File: src/rtl/counter_7d_pkg.sv
// Shared definitions for the counter_7d display digit: segment vector type
// and the abcdefg patterns for each hex digit (active-high, q[6]=a .. q[0]=g).
package counter_7d_pkg;

  typedef logic [6:0] seg_t;

  localparam seg_t SEG_0     = 7'b1111110;
  localparam seg_t SEG_1     = 7'b0110000;
  localparam seg_t SEG_2     = 7'b1101101;
  localparam seg_t SEG_3     = 7'b1111001;
  localparam seg_t SEG_4     = 7'b0110011;
  localparam seg_t SEG_5     = 7'b1011011;
  localparam seg_t SEG_6     = 7'b1011111;
  localparam seg_t SEG_7     = 7'b1110000;
  localparam seg_t SEG_8     = 7'b1111111;
  localparam seg_t SEG_9     = 7'b1111011;
  localparam seg_t SEG_A     = 7'b1110111;
  localparam seg_t SEG_B     = 7'b0011111;
  localparam seg_t SEG_C     = 7'b1001110;
  localparam seg_t SEG_D     = 7'b0111101;
  localparam seg_t SEG_E     = 7'b1001111;
  localparam seg_t SEG_F     = 7'b1000111;
  localparam seg_t SEG_BLANK = 7'b0000000;

endpackage

File: src/rtl/counter_7d_seg7_decoder.sv
// Purely combinational 4-bit value to 7-segment pattern decoder (active-high).
// Values at or above MODULUS can never be reached by the counter and show blank.
module seg7_decoder
  import counter_7d_pkg::*;
#(
  parameter int MODULUS = 10
) (
  input  logic [3:0] i_value,
  output seg_t       o_seg
);

  localparam logic [4:0] LIMIT = 5'(MODULUS);

  always_comb begin
    o_seg = SEG_BLANK;
    if ({1'b0, i_value} < LIMIT) begin
      case (i_value)
        4'h0: o_seg = SEG_0;
        4'h1: o_seg = SEG_1;
        4'h2: o_seg = SEG_2;
        4'h3: o_seg = SEG_3;
        4'h4: o_seg = SEG_4;
        4'h5: o_seg = SEG_5;
        4'h6: o_seg = SEG_6;
        4'h7: o_seg = SEG_7;
        4'h8: o_seg = SEG_8;
        4'h9: o_seg = SEG_9;
        4'hA: o_seg = SEG_A;
        4'hB: o_seg = SEG_B;
        4'hC: o_seg = SEG_C;
        4'hD: o_seg = SEG_D;
        4'hE: o_seg = SEG_E;
        4'hF: o_seg = SEG_F;
        default: o_seg = SEG_BLANK;
      endcase
    end
  end

endmodule

File: src/rtl/counter_7d.sv
// Free-running modulo-MODULUS digit counter shown only as a 7-segment pattern.
// SEG_ACTIVE_LOW inverts every segment for common-anode displays.
module counter_7d
  import counter_7d_pkg::*;
#(
  parameter int MODULUS        = 10,
  parameter bit SEG_ACTIVE_LOW = 1'b0
) (
  input  logic       clk,
  input  logic       reset,
  output logic [6:0] q
);

  localparam logic [3:0] LAST = 4'(MODULUS - 1);

  logic [3:0] r_cnt;
  seg_t       w_seg;

  // Using >= rather than == also pulls any unreachable value back to 0.
  always_ff @(posedge clk or posedge reset) begin
    if (reset)
      r_cnt <= 4'd0;
    else if (r_cnt >= LAST)
      r_cnt <= 4'd0;
    else
      r_cnt <= r_cnt + 4'd1;
  end

  seg7_decoder #(
    .MODULUS(MODULUS)
  ) u_decoder (
    .i_value(r_cnt),
    .o_seg  (w_seg)
  );

  assign q = SEG_ACTIVE_LOW ? ~w_seg : w_seg;

endmodule

File: config.mk
export PLATFORM = sky130hd
export DESIGN_NAME = counter_7d
export DESIGN_NICKNAME = d
export VERILOG_FILES = /design/src/rtl/counter_7d_pkg.sv /design/src/rtl/counter_7d_seg7_decoder.sv /design/src/rtl/counter_7d.sv
export SDC_FILE = /design/constraint.sdc
export NUM_CORES = 1
export LEC_CHECK = 0
export ABC_AREA = 1
export ABC_CLOCK_PERIOD_IN_PS = 2200
export CORE_AREA = 10 10 47 49
export DETAILED_ROUTE_END_ITERATION = 10
export DIE_AREA = 0 0 57 59
export DONT_BUFFER_PORTS = 1
export GPL_ROUTABILITY_DRIVEN = 0
export PLACE_DENSITY_LB_ADDON = 0.1
export SLEW_MARGIN = 10
export SYNTH_ARGS = -nofsm -noshare
export SYNTH_HDL_FRONTEND = slang
export SYNTH_SLANG_ARGS = --single-unit
File: constraint.sdc
create_clock -name clk -period 2.2 [get_ports clk]
set_input_delay 0 -clock clk [delete_from_list [all_inputs] [get_ports clk]]
set_output_delay 0 -clock clk [all_outputs]
set_load 0.1 [all_outputs]
=== Word-level counts from Yosys, hierarchy flattened ===
Memories as Yosys holds them, arrays and structs flattened.
Cells that the tools add are included.

* Add/sub/neg operators: 1
* Muxes and demuxes: 2
* Magnitude comparators: 2

{| class="wikitable"
|+ Operator list
! kind !! count
|-
| $mux W7 || 1
|-
| $add A4 B1 Y4 const B || 1
|-
| $ge A4 B4 Y1 const B || 1
|-
| $lt A4 B4 Y1 const B || 1
|-
| $mux W4 || 1
|}

* Memories kept: 1
* Input port bits: 2
* Bits in registers: 4
* Word-level logic and storage cells: 7
* Bits in read-only memories: 112
* Output and inout bits: 7

{| class="wikitable"
|+ Memories
! memory !! words !! width !! read ports !! clocked after Yosys merged registers in !! wr ports !! line !! text
|-
| (no name shown) || 16 || 7 || 1 || 0 || 0 || counter_7d_seg7_decoder.sv:17 || <nowiki>case (i_value)</nowiki>
|}

=== Logic depth before layout (Yosys ltp) ===
* Depth in word-level cells: 2
* Gate-level depth with buffers: 7
* Mapped depth without buffers: 7

=== Modules after synthesis ===
A second synthesis with hierarchy kept.

* Cells, all modules: 69
* Area, all modules: 501.7 sq um

{| class="wikitable"
|+ Modules (own cells, without submodules)
! module !! seq. area each (sq um) !! cells an instance !! instances !! area an instance (sq um)
|-
| seg7_decoder || 0.0 || 45 || 1 || 271.5
|-
| counter_7d || 100.1 || 24 || 1 || 230.2
|}

=== Worst setup path before layout ===
No wires, ideal clock.

* Kind: register to output
* Start: reg r_cnt[1]
* End: out q[0]
* Slack: -0.190 ns
* Cell stages (with the launch flop): 6
* Buffers on the path: 0
* Data required time: 2.200 ns
* Data arrival time: 2.390 ns
* Cells stage by stage: dfrtp_1 -> inv_1 -> ha_1 -> nand2_1 -> nand2_1 -> a21oi_1

* Word-level cells in the longest chain between the ends: 2
* Elaborated cells between the ends (all ways): 3
* Classes of those cells: order compare: 1; mux: 1; memory: 1

{| class="wikitable"
|+ RTL lines
! what !! line !! text
|-
| from (decl) || counter_7d.sv:16 || <nowiki>logic [3:0] r_cnt;</nowiki>
|-
| from (signal assigned) || counter_7d.sv:26 || <nowiki>r_cnt <= r_cnt + 4'd1;</nowiki>
|-
| $mem_v2 Z16 W7 or $lt A4 B4 Y1 (tied branches) || n/a ||
|-
| $mux W7 * || counter_7d_seg7_decoder.sv:16 || <nowiki>if ({1'b0, i_value} < LIMIT) begin</nowiki>
|-
| to (decl) || counter_7d.sv:11 || <nowiki>output logic [6:0] q</nowiki>
|}

Mark *: on every way between the ends. The rest lies on a longest branch, timed or not.

=== Worst setup path in the final report ===
* Start: reg r_cnt[1]
* End: out q[3]

Same word-level chain as after synthesis.

==> impl_summary.txt <==
----------------------------------------------------
[Status]
  Run status ... finished, final reports clean

[Cells and area]
  Design Area, Final ... between 500 and 600 um^2
  Biggest register ... r_cnt
  Largest registers ... r_cnt x4
  # nets final ... 82
  Filler Cells Inserted ... between 150 and 200
  Flip-flop count of the largest register after layout ... 4
  Most used cells in the layout excluding fill and tap cells ... nand2_1, inv_1, buf_4
  Share of cells above drive strength 1 ... 0.389
  Area growth from synthesis to final layout ... 22.3%
  Leading cell type in the layout, fill and taps excluded ... nand2_1
  Fin cells ... 88
  Antenna diode count ... 0

[GRT]
  Maximum number of pins on one net before global-route repair ... 11
  Via count of the first global-routing pass ... around 370
  Total grt overflow ... 0
  Antenna violations before repair ... 0
  GRT Resource Usage Total ... 0.0654
  First-pass GRT wire length ... 1.66 mm

[Timing]
  Fin. Hold Viols ... 0
  Number of failing setup endpoints in the final timing report ... 0
  Worst-margin pin slew ... ~0.50 ns
  Max-Slew Margin vs Limit ... 0.665
  Minimum clock period ... roughly 1.7 ns
  Skew final ... 0.00335 ns
  Maximum clock frequency ... 591 MHz
  Fin crit share ... 0.769
  Total Neg Setup Slack ... 0 ns
  Unrepaired setup endpoints after global routing ... false
  Fin. max-slew vios ... 0

[Worst hold path]
  Type of the tightest min-delay check ... in -> async

[Drt]
  Detailed-route DRC error count ... 0
  First-pass DRT Iterations ... 3
  Iteration-0 DRC Markers ... 7
  Final routed wirelength across all metal layers ... 949 um
  Via-to-Cell Ratio ... ~4.5
  Average detailed-routed wire length per instance ... ~11 um
  Detailed-route via count ... about 400
  Routed Antenna Nets ... 0

[Placement]
  Port Buffers ... 0
  Placed wire-length estimate after detailed placement ... between 700 and 800 um
  Dpl cell area ... 529 um^2
  Cells after DPL ... between 80 and 90

[Floorplanning]
  Horizontal die dimension ... roughly 57 um
  Core Rows ... 14
  Initial Util ... 0.328
  Die outline area ... 0.00336 mm^2
  Core area ... about 0.0014 mm^2
  Chip height ... just under 60 um
  I/O Pins ... 9

[Yosys]
  Ranking of synthesized cells by area ... dfrtp_1, ha_1, nand2_1
  Cell taking the most area after synthesis ... dfrtp_1
  Yosys top cell area share ... 0.218
  Number of register bits inferred by synthesis ... 4
  Post-synthesis instance area ... ~460 um^2
  Syn_nets ... 71
  Synthesized instance count ... 63
  Count of different cell masters after synthesis ... 21
  Syn_area_per_cell ... ~7.3 um^2
  Fraction of the yosys area taken by sequential cells ... 0.218
  Yosys warning count ... 0

[Pwr]
  Leakage dissipation ... ~0.00031 uW
  Max VDD drop ... about 260 uV
  Power density over the cells ... 297 mW/mm^2

[Job]
  Max-cap viol count ... 0

[Clock network]
  Insertion delay to the later sink of the worst-skew pair ... 0.24 ns
  Number of levels the H-tree was split into ... 1
  TritonCTS clock tree ... built
  Clock Sink Count ... 4
  Number of cells upsized or downsized after cts ... 0
  Clock-pin slew on the worst setup and hold paths ... 0.04 ns
  Clock buffer depth ... 2
  CTS Buf Count ... 3
  Cell at the root of the clock tree ... clkbuf_4

[Setup path]
  Worst-case register-to-register setup slack ... a little over 0.9 ns
  Required @ worst endpoint ... between 2 and 2.5 ns
  Crit path DAT ... 1.69 ns
  Critical-path maximum fanout ... 6
  Worst Setup Path Type ... reg -> out
  Register-to-Register Path Depth ... 5
  Critical path startpoint category ... register
  Element type at the critical path end ... output port

----------------------------------------------------
==> per-stage QoR <==
step           hold slack (ns)  setup slack [ns]  power [uW]  utilization
5_1_grt                 0.0955             0.378         183        0.401
6_report                0.0875             0.509         167        0.401
3_5_place_dp            -0.221             0.740        76.4        0.378
4_1_cts                 0.0762             0.480         172        0.401
2_1_floorplan           -0.234           0.00828        76.1            -
3_3_place_gp            -0.216             0.748        76.5        0.378
==> synthesized netlist by cell type (all sizes together) <==
cell,instances
nand4,1
nand3,2
dfrtp,4
a21oi,5
buf,2
a21boi,1
ha,6
o21ai,3
nor2,9
inv,9
nand2,21
==> worst max-delay path, cell delays in order, from the launching register on <==
cell	delay (ns)
dfrtp_1	0.43
inv_1	0.15
ha_1	0.31
nand2_1	0.05
inv_1	0.11
o21ai_1	0.06
nand2_1	0.07
buf_4	0.28
==> where the power goes <==
group,switching [uW],internal [uW]
clock network,29.0,60.9
registers,0,74.1
logic,1.53,1.31
==> routing by layer <==
layer  track usage  up-vias  part of all wire
li1              -      212                 -
met1        0.0680      169              0.44
met2        0.0961        7              0.46
met3        0.0365        5             0.058
met4        0.0503        0             0.033
met5             0        -                 0
==> path summary, 6_finish.rpt <==
path                           from       end
min in group clk           r_cnt[0]  r_cnt[0]
setup reg to reg           r_cnt[1]  r_cnt[1]
max in group asynchronous     reset  r_cnt[1]
hold / removal                reset  r_cnt[2]
setup / recovery           r_cnt[1]      q[3]
hold reg to reg            r_cnt[0]  r_cnt[0]
==> layout make-up <==
type                            instances  area, um^2  share of cell area
Sequential cell                         4         100               0.178
Multi-Input combinational cell         48         315               0.561
Inverter                                9        41.3              0.0735
Tap cell                               16        20.0              0.0356
Clock buffer                            3        22.5              0.0401
Timing Repair Buffer                    8        62.6               0.111
==> cell families (layout without fill, tap and decap cells) <==
logic type / after synthesis / in the layout / synth area share
adder cells (fa/ha/maj): 6 / 6 / 0.163
AO/OA/AOI/OAI: 9 / 9 / 0.136
flip-flops: 4 / 4 / 0.218
AND/OR/NAND/NOR: 33 / 33 / 0.351
buffers and inverters: 11 / 20 / 0.131
==> timing repair <==
item / CTS / global route
buffers inserted: 0 / 0
endpoints found under the setup margin: 0 / 0
hold endpoints to repair: 4 / 0
hold buffers: 1 / 0
Power figures use the tool's default switching activity.
